File: src/rtl/filter_coef_ctrl.sv
// Purpose: shadow/active coefficient controller for the biquad; atomic commit of a0..b2 + Enable on a sample boundary.
// Latency: writes land in shadow at the next edge; a commit swaps on the first Sample_Tick edge after it is accepted.
// Backpressure: no stall; Wr_En/Commit while a commit is pending are dropped and flagged with a one-cycle Wr_Err.
//
// Ports:
//   Clk, Reset           clock, asynchronous active-high reset
//   Sample_Tick          one-cycle pulse marking the filter sample boundary
//   Wr_En/Wr_Addr/Wr_Data shadow write (addr 0..5 = a0,a1,a2,b0,b1,b2; 6,7 ignored)
//   En_Req, Commit       requested Enable (captured at Commit) and commit strobe
//   Busy, Wr_Err         commit pending; rejected write/commit pulse
//   a0..b2, Enable       active coefficient set and filter enable, registered
//   Commit_Cnt           number of completed swaps, wrapping
// Optional: define FILTER_COEF_READBACK_EN to add Rd_Addr/Rd_Data shadow readback
//   (one-cycle registered latency; addr 6 = en_shadow, addr 7 = 0).

module filter_coef_ctrl #(
  parameter int DATA_W = 16,
  parameter int CNT_W  = 8
) (
  input  logic                     Clk,
  input  logic                     Reset,
  input  logic                     Sample_Tick,
  input  logic                     Wr_En,
  input  logic [2:0]               Wr_Addr,
  input  logic signed [DATA_W-1:0] Wr_Data,
  input  logic                     En_Req,
  input  logic                     Commit,
`ifdef FILTER_COEF_READBACK_EN
  input  logic [2:0]               Rd_Addr,
  output logic [DATA_W-1:0]        Rd_Data,
`endif
  output logic                     Busy,
  output logic                     Wr_Err,
  output logic signed [DATA_W-1:0] a0,
  output logic signed [DATA_W-1:0] a1,
  output logic signed [DATA_W-1:0] a2,
  output logic signed [DATA_W-1:0] b0,
  output logic signed [DATA_W-1:0] b1,
  output logic signed [DATA_W-1:0] b2,
  output logic                     Enable,
  output logic [CNT_W-1:0]         Commit_Cnt
);

  typedef enum logic [0:0] {
    IDLE    = 1'b0,
    PENDING = 1'b1
  } state_t;

  localparam int NUM_COEF = 6;

  state_t                     state_q, state_d;
  logic signed [DATA_W-1:0]   shadow_q [NUM_COEF];
  logic signed [DATA_W-1:0]   shadow_d [NUM_COEF];
  logic signed [DATA_W-1:0]   active_q [NUM_COEF];
  logic signed [DATA_W-1:0]   active_d [NUM_COEF];
  logic                       en_shadow_q, en_shadow_d;
  logic                       enable_q, enable_d;
  logic                       wr_err_q, wr_err_d;
  logic [CNT_W-1:0]           cnt_q, cnt_d;

  // Next-state / datapath. Writes are only honoured in IDLE; a write and a
  // commit in the same IDLE cycle both act, so the commit sees the new value
  // because the swap reads shadow_q on a later edge.
  always_comb begin
    state_d     = state_q;
    shadow_d    = shadow_q;
    active_d    = active_q;
    en_shadow_d = en_shadow_q;
    enable_d    = enable_q;
    cnt_d       = cnt_q;
    wr_err_d    = 1'b0;

    case (state_q)
      IDLE: begin
        if (Wr_En && (Wr_Addr < 3'd6)) begin
          shadow_d[Wr_Addr] = Wr_Data;
        end
        // A Sample_Tick in the commit cycle is deliberately ignored: the swap
        // must wait for a tick strictly after the commit edge.
        if (Commit) begin
          state_d     = PENDING;
          en_shadow_d = En_Req;
        end
      end
      PENDING: begin
        // Write and commit together still produce a single error pulse.
        if (Wr_En || Commit) begin
          wr_err_d = 1'b1;
        end
        if (Sample_Tick) begin
          active_d = shadow_q;
          enable_d = en_shadow_q;
          cnt_d    = cnt_q + 1'b1;
          state_d  = IDLE;
        end
      end
      default: state_d = IDLE;
    endcase
  end

  always_ff @(posedge Clk or posedge Reset) begin
    if (Reset) begin
      state_q     <= IDLE;
      en_shadow_q <= 1'b0;
      enable_q    <= 1'b0;
      wr_err_q    <= 1'b0;
      cnt_q       <= '0;
      for (int i = 0; i < NUM_COEF; i++) begin
        shadow_q[i] <= '0;
        active_q[i] <= '0;
      end
    end else begin
      state_q     <= state_d;
      en_shadow_q <= en_shadow_d;
      enable_q    <= enable_d;
      wr_err_q    <= wr_err_d;
      cnt_q       <= cnt_d;
      for (int i = 0; i < NUM_COEF; i++) begin
        shadow_q[i] <= shadow_d[i];
        active_q[i] <= active_d[i];
      end
    end
  end

`ifdef FILTER_COEF_READBACK_EN
  logic [DATA_W-1:0] rd_data_q, rd_data_d;

  // Reads sample the registered shadow, so a same-cycle write returns the old value.
  always_comb begin
    rd_data_d = '0;
    if (Rd_Addr < 3'd6) begin
      rd_data_d = shadow_q[Rd_Addr];
    end else if (Rd_Addr == 3'd6) begin
      rd_data_d = {{(DATA_W-1){1'b0}}, en_shadow_q};
    end
  end

  always_ff @(posedge Clk or posedge Reset) begin
    if (Reset) begin
      rd_data_q <= '0;
    end else begin
      rd_data_q <= rd_data_d;
    end
  end

  assign Rd_Data = rd_data_q;
`endif

  assign Busy       = (state_q == PENDING);
  assign Wr_Err     = wr_err_q;
  assign a0         = active_q[0];
  assign a1         = active_q[1];
  assign a2         = active_q[2];
  assign b0         = active_q[3];
  assign b1         = active_q[4];
  assign b2         = active_q[5];
  assign Enable     = enable_q;
  assign Commit_Cnt = cnt_q;

endmodule

File: config.mk
export PLATFORM = sky130hd
export DESIGN_NAME = filter_coef_ctrl
export DESIGN_NICKNAME = d
export VERILOG_FILES = /design/src/rtl/filter_coef_ctrl.sv
export SDC_FILE = /design/constraint.sdc
export NUM_CORES = 1
export LEC_CHECK = 0
export CORE_MARGIN = 2
export CORE_UTILIZATION = 53
export CTS_CLUSTER_SIZE = 40
export DETAILED_ROUTE_END_ITERATION = 6
export GPL_TIMING_DRIVEN = 0
export PLACE_DENSITY_LB_ADDON = 0.2
export SLEW_MARGIN = 10
export SYNTH_ARGS = -nofsm -noshare
export SYNTH_HDL_FRONTEND = slang
export SYNTH_SLANG_ARGS = --single-unit
File: constraint.sdc
create_clock -name Clk -period 7.7 [get_ports Clk]
set_input_delay 1.54 -clock Clk [delete_from_list [all_inputs] [get_ports Clk]]
set_output_delay 1.54 -clock Clk [all_outputs]
set_load 0.03 [all_outputs]
==> results of run 1 <==
final cells by class:
class / count / area, sq um
Sequential cell: 204 / 5100
Fill cell: 980 / 4460
Multi-Input combinational cell: 228 / 2470
Timing Repair Buffer: 132 / 1340
Clock buffer: 33 / 611
Tap cell: 184 / 230
Buffer: 18 / 118
Inverter: 3 / 18.8
Clock inverter: 3 / 15.0
registers in the layout, summed over array words and instances (netlist names):
register / cells
Busy: 1
Commit_Cnt: 8
Enable: 1
Wr_Err: 1
a0: 16
a1: 16
a2: 16
b0: 16
b1: 16
b2: 16
en_shadow_q: 1
shadow_q: 96
layer usage:
layer,GRT usage,share of wire,up-vias
li1,-,-,1910
met1,0.281,0.44,2247
met2,0.352,0.51,88
met3,0.0425,0.046,16
met4,0.0357,0.011,0
met5,0,0,-
cells in the final DEF (no fill, tap or decap):
master,instances
a21o_1,1
nand4_1,1
buf_2,13
clkdlybuf4s50_1,131
ha_1,1
nand2_2,1
o21a_1,1
nor2b_1,1
nor3_1,2
nand3b_2,1
clkinv_2,3
nand3_2,1
clkbuf_8,4
nor2_1,3
nand4b_4,1
and4bb_1,1
xor2_1,5
nor2_2,1
nor4b_4,1
buf_4,1
inv_8,1
clkbuf_1,8
and2b_1,1
nand2_1,4
mux2_2,195
buf_6,4
nor4_4,1
clkbuf_16,21
inv_1,2
dfrtp_1,204
nand3_1,3
xnor2_1,2
buf_16,1
metrics by stage:
stage | util | cells | hold slack [ns]
2_1_floorplan | - | 453 | 0.475
3_3_place_gp | 0.644 | 768 | 0.456
4_1_cts | 0.689 | 805 | 0.474
5_1_grt | 0.689 | 805 | 0.501
3_5_place_dp | 0.646 | 769 | 0.465
6_report | 0.689 | 805 | 0.472
cell families (layout without fill, tap and decap cells):
group | count (synthesis) | in the layout | share of synthesized area
compound gates | 2 | 2 | 0.00195
xor+xnor | 7 | 7 | 0.00796
fa+ha+maj | 1 | 1 | 0.00162
buf+inv | 21 | 189 | 0.0167
flops | 204 | 204 | 0.663
mux | 195 | 195 | 0.285
simple gates | 23 | 23 | 0.0242
where the power goes:
part | internal [uW] | total (uW) | switching, uW | leakage [uW]
clock network | 540 | 918 | 377 | 0.000309
logic | 771 | 1610 | 837 | 0.00158
registers | 1490 | 1720 | 236 | 0.00250
final timing paths:
path | to | slack [ns] | cells past startpoint
setup / recovery | Commit_Cnt[0] | 4.53 | 1
hold / removal | Commit_Cnt[7] | 0.47 | 1
setup reg to reg | shadow_q[19] | 5.74 | 4
hold reg to reg | Commit_Cnt[7] | 0.47 | 1
max in group asynchronous | shadow_q[16] | 5.18 | 3
min in group asynchronous | Commit_Cnt[7] | 1.64 | 2
worst register-to-register path, delay by kind of cell, from the launching register on:
kind | cells | cell delay, ns
buffers and inverters | 2 | 0.46
flip-flops | 1 | 0.44
multiplexers | 1 | 0.35
AND/OR/NAND/NOR | 1 | 0.58
==> results.sh, run 1 <==
export IMPL_status="completed"
export IMPL_postRouteAntennaNets=0
export IMPL_p_per_area_nw_per_um2=429
export IMPL_cts_resized=0
export IMPL_critPathCaptureType="output pin"
export IMPL_synth_seq_cells=204
export IMPL_slowest_stage="clkdlybuf4s50_1"
export IMPL_synth_top_cells_by_area="dfrtp_1 66%, mux2_2 28%, buf_2 0.84%"
export IMPL_setup_viol_count_final=0
export IMPL_critical_path_top_delay_family="buffers and inverters"
export IMPL_avgSynthCellArea_sq_um=17.0
export IMPL_drive_above_1_share=0.403
export IMPL_gp_congestion=0.756
export IMPL_wirelength_mm=15.7
export IMPL_cp_arrival_ns=1.63
export IMPL_syn_nets=479
export IMPL_fin_nets=633
export IMPL_finalCritPeriodShare=0.412
export IMPL_worstHoldPathType="reg -> reg"
export IMPL_critPathKind="reg -> out"
export IMPL_dr_pass1_iters=4
export IMPL_ios=132
export IMPL_route_detailed_drc=0
export IMPL_yosys_most_used_dff="dfrtp_1"
export IMPL_period_needed_ns=3.17
export IMPL_port_buffers=131
export IMPL_core_sq_um=14400
export IMPL_hpwl_mm=10.9
export IMPL_ys_async_sr_fraction=1.00
export IMPL_drt_wirelength_per_cell_um=19.5
export IMPL_die_h_um=125
export IMPL_yosysMostFrequentCell="dfrtp_1"
export IMPL_grt_pass1_wl_mm=25.5
export IMPL_maxCapViolCount=0
export IMPL_synth_edf_count=0
export IMPL_cts_htree_levels=1
export IMPL_crit_chain="clkdlybuf4s50_1"
export IMPL_n_antenna_cell=0
export IMPL_finalSetupTns_ns=0
export IMPL_area_growth_pct=28.6
export IMPL_irDropWorstVdd_mv=0.221
export IMPL_post_cts_buffers=0
export IMPL_first_global_vias=4664
export IMPL_yosysTopAreaCellShare=0.663
export IMPL_max_stage_delay_ns=0.71
export IMPL_cts_path_max_buffers=3
export IMPL_place_ws_ns=4.04
export IMPL_rows=44
export IMPL_grt_total_usage=0.206
export IMPL_clock_sinks=204
export IMPL_numCtsBuffers=20
export IMPL_vias=4261
export IMPL_fin_area_sq_um=9910
export IMPL_crit_path_start_kind="flop"
export IMPL_yosys_area_top_type="dfrtp_1"
export IMPL_cts_root_buf="clkbuf_16"
export IMPL_final_setup_skew_ns=0.0112
export IMPL_p_total_uw=4250
export IMPL_seq_area_frac_synth=0.663
export IMPL_postSynthCellCount=453
export IMPL_cts_tree="built"
export IMPL_timing_fmax_mhz=315
export IMPL_via_per_inst=5.29
export IMPL_worst_pin_slew_ns=0.807
export IMPL_die_w_um=125
export IMPL_ctsHoldBuffers=0
export IMPL_maxSlewViolCount=0
export IMPL_yosysWarnings=0
export IMPL_synth_distinct_cells=26
export IMPL_hold_start="Commit_Cnt[7]"
export IMPL_ys_top_cells_by_count="204 x dfrtp_1, 195 x mux2_2, 13 x buf_2"
export IMPL_p_leak_uw=0.00439
export IMPL_r2r_start="Busy"
export IMPL_path_clk_slew_ns=0.07
export IMPL_slew_limit_headroom=0.462
export IMPL_crit_path_max_fanout=5
export IMPL_dr_first_iter_drc_count=144
export IMPL_antenna_found_initial=0
export IMPL_worst_slack_ns=4.53
export IMPL_gr_total_overflow=0
export IMPL_cp_required_ns=6.16
export IMPL_syn_area_sq_um=7700
export IMPL_placed_area_sq_um=9280
export IMPL_hold_violations=0
export IMPL_worstSkewPairLatency_ns=0.47
export IMPL_crit_start="Commit_Cnt[0]"
export IMPL_rsz0062_at_grt="no"
export IMPL_fp_dieArea_sq_um=15500
export IMPL_start_util=0.536
export IMPL_worst_path_buf_inv=1
export IMPL_grt_max_degree=120
Note: power is estimated with default switching activity, not from simulation.
==> run 2, diff against run 1 <==
--- a/config.mk
+++ b/config.mk
@@ -6,7 +6,7 @@
 export NUM_CORES = 1
 export LEC_CHECK = 0
 export CORE_MARGIN = 2
-export CORE_UTILIZATION = 53
+export CORE_UTILIZATION = 47
 export CTS_CLUSTER_SIZE = 40
 export DETAILED_ROUTE_END_ITERATION = 6
 export GPL_TIMING_DRIVEN = 0
==> constraint.sdc (replaced) <==
create_clock -name Clk -period 2.6 [get_ports Clk]
set_input_delay 0.52 -clock Clk [delete_from_list [all_inputs] [get_ports Clk]]
set_output_delay 0.52 -clock Clk [all_outputs]
set_load 0.03 [all_outputs]
==> results.sh, run 2 (synthesized netlist as in run 1, its figures left out) <==
export IMPL_switchingPower_uw=4350
export IMPL_p_total_uw=12800
export IMPL_pwr_share_comb=0.374
export IMPL_multi_input_area_sq_um=2470
export IMPL_worstSkewPairLatency_ns=0.48
export IMPL_fin_nets=638
export IMPL_critical_path_top_delay_family="buffers and inverters"
export IMPL_crit_path_max_fanout=4
export IMPL_gr_total_overflow=0
export IMPL_period_needed_ns=2.17
export IMPL_cp_required_ns=2.08
export IMPL_area_growth_pct=30.6
export IMPL_hpwl_mm=11.4
export IMPL_gp_congestion=0.740
export IMPL_mostFrequentLayoutCells="204 x dfrtp_1, 195 x mux2_2, 131 x clkdlybuf4s50_1"
export IMPL_vias=4297
export IMPL_dr_pass1_iters=4
export IMPL_rows=46
export IMPL_slew_limit_headroom=0.524
export IMPL_antenna_found_initial=0
export IMPL_min_to="Commit_Cnt[7]"
export IMPL_maxSlewViolCount=0
export IMPL_p_leak_uw=0.00444
export IMPL_grt_total_usage=0.193
export IMPL_largest_reg_flops=96
export IMPL_fillers=1204
export IMPL_drt_wirelength_per_cell_um=19.5
export IMPL_rsz0062_at_grt="no"
export IMPL_seqCellArea_sq_um=5100
export IMPL_worstHoldPathType="reg -> reg"
export IMPL_worst_pin_slew_ns=0.711
export IMPL_cts_tree="built"
export IMPL_worst_r2r_setup_slack_ns=0.62
export IMPL_hold_start="Commit_Cnt[7]"
export IMPL_cts_htree_levels=1
export IMPL_slowest_stage="clkdlybuf4s50_1"
export IMPL_swShare=0.341
export IMPL_layout_commonest_cell="dfrtp_1"
export IMPL_finalCritPeriodShare=0.833
export IMPL_cts_path_max_buffers=3
export IMPL_crit_path_start_kind="flop"
export IMPL_worst_path_buf_inv=1
export IMPL_via_per_inst=5.11
export IMPL_crit_chain="clkdlybuf4s50_1"
export IMPL_pwr_share_clk=0.225
export IMPL_p_per_area_nw_per_um2=1270
export IMPL_postRouteAntennaNets=0
export IMPL_core_sq_um=15900
export IMPL_die_h_um=132
export IMPL_maxCapViolCount=0
export IMPL_numCtsBuffers=21
export IMPL_first_global_vias=4681
export IMPL_top_register="shadow_q"
export IMPL_critPathCaptureType="output pin"
export IMPL_start_util=0.483
export IMPL_grt_max_degree=41
export IMPL_path_clk_slew_ns=0.06
export IMPL_clock_sinks=204
export IMPL_cts_root_buf="clkbuf_16"
export IMPL_die_w_um=132
export IMPL_ctsHoldBuffers=0
export IMPL_critPathKind="reg -> out"
export IMPL_fp_dieArea_sq_um=17400
export IMPL_holdPathStages=1
export IMPL_wirelength_mm=16.4
export IMPL_intPower_uw=8400
export IMPL_worstReg2RegEnd="shadow_q[20]"
export IMPL_reg2regPathDepth=4
export IMPL_final_setup_skew_ns=0.0107
export IMPL_hold_violations=0
export IMPL_route_detailed_drc=0
export IMPL_cp_arrival_ns=1.65
export IMPL_r2r_start="Busy"
export IMPL_irDropWorstVdd_mv=0.656
export IMPL_drive_above_1_share=0.418
export IMPL_cts_resized=0
export IMPL_seq_power_share=0.401
export IMPL_timing_fmax_mhz=462
export IMPL_grt_pass1_wl_mm=26.4
export IMPL_ios=132
export IMPL_whs_ns=0.468
export IMPL_port_buffers=131
export IMPL_status="completed"
export IMPL_max_stage_delay_ns=0.72
export IMPL_n_antenna_cell=0
export IMPL_finalSetupTns_ns=0
export IMPL_post_cts_buffers=0
export IMPL_dr_first_iter_drc_count=126
export IMPL_setup_viol_count_final=0
[run 2: worst max path at each step]
stage	startpoint	endpoint	cells past startpoint
detailed placement	Wr_Addr[1]	shadow_q[20]	4
global placement	Reset	b1[1]	2
CTS	Busy	Busy	1
global route	Commit_Cnt[0]	Commit_Cnt[0]	1
finish	Busy	Busy	1
floorplan	Reset	Busy	1
[run 2: through the flow]
stage | utilization | area, sq um | instances | setup slack (ns)
after floorplan | - | 7710 | 453 | -0.564
after detailed placement | 0.589 | 9390 | 805 | -0.0273
after CTS | 0.631 | 10100 | 841 | 0.421
after global routing | 0.631 | 10100 | 841 | 0.400
final | 0.631 | 10100 | 841 | 0.435
after global placement | 0.583 | 9290 | 800 | -1.94
[run 2: power by group through the flow]
stage | sequential (uW) | combinational (uW) | clock (uW)
final | 5110 | 4770 | 2870
after global routing | 5280 | 5000 | 3090
after CTS | 5120 | 4840 | 2940
after detailed placement | 5160 | 4810 | 0
after global placement | 5100 | 4710 | 0
after floorplan | 6560 | 1260 | 0
[run 2: layout make-up]
type / count / share of cell area
flip-flops and latches: 204 / 0.507
multi-input cells: 228 / 0.246
repair buffers: 136 / 0.140
clock buffers: 30 / 0.0635
well taps: 216 / 0.0269
plain buffers: 18 / 0.0117
clock inverters: 6 / 0.00348
inverters: 3 / 0.00149
[run 2: worst reg2reg max path, cell delays in order, from the launching register on]
cell and delay [ns]:
dfrtp_1 0.44, buf_4 0.21, nor4_4 0.60, buf_6 0.25, mux2_2 0.35
[run 2: layer usage]
metal  track usage  vias up  wire (um)
li1              -     1928          -
met1         0.255     2264       7160
met2         0.333       88       8210
met3        0.0388       17        818
met4        0.0411        0        180
met5             0        -          0
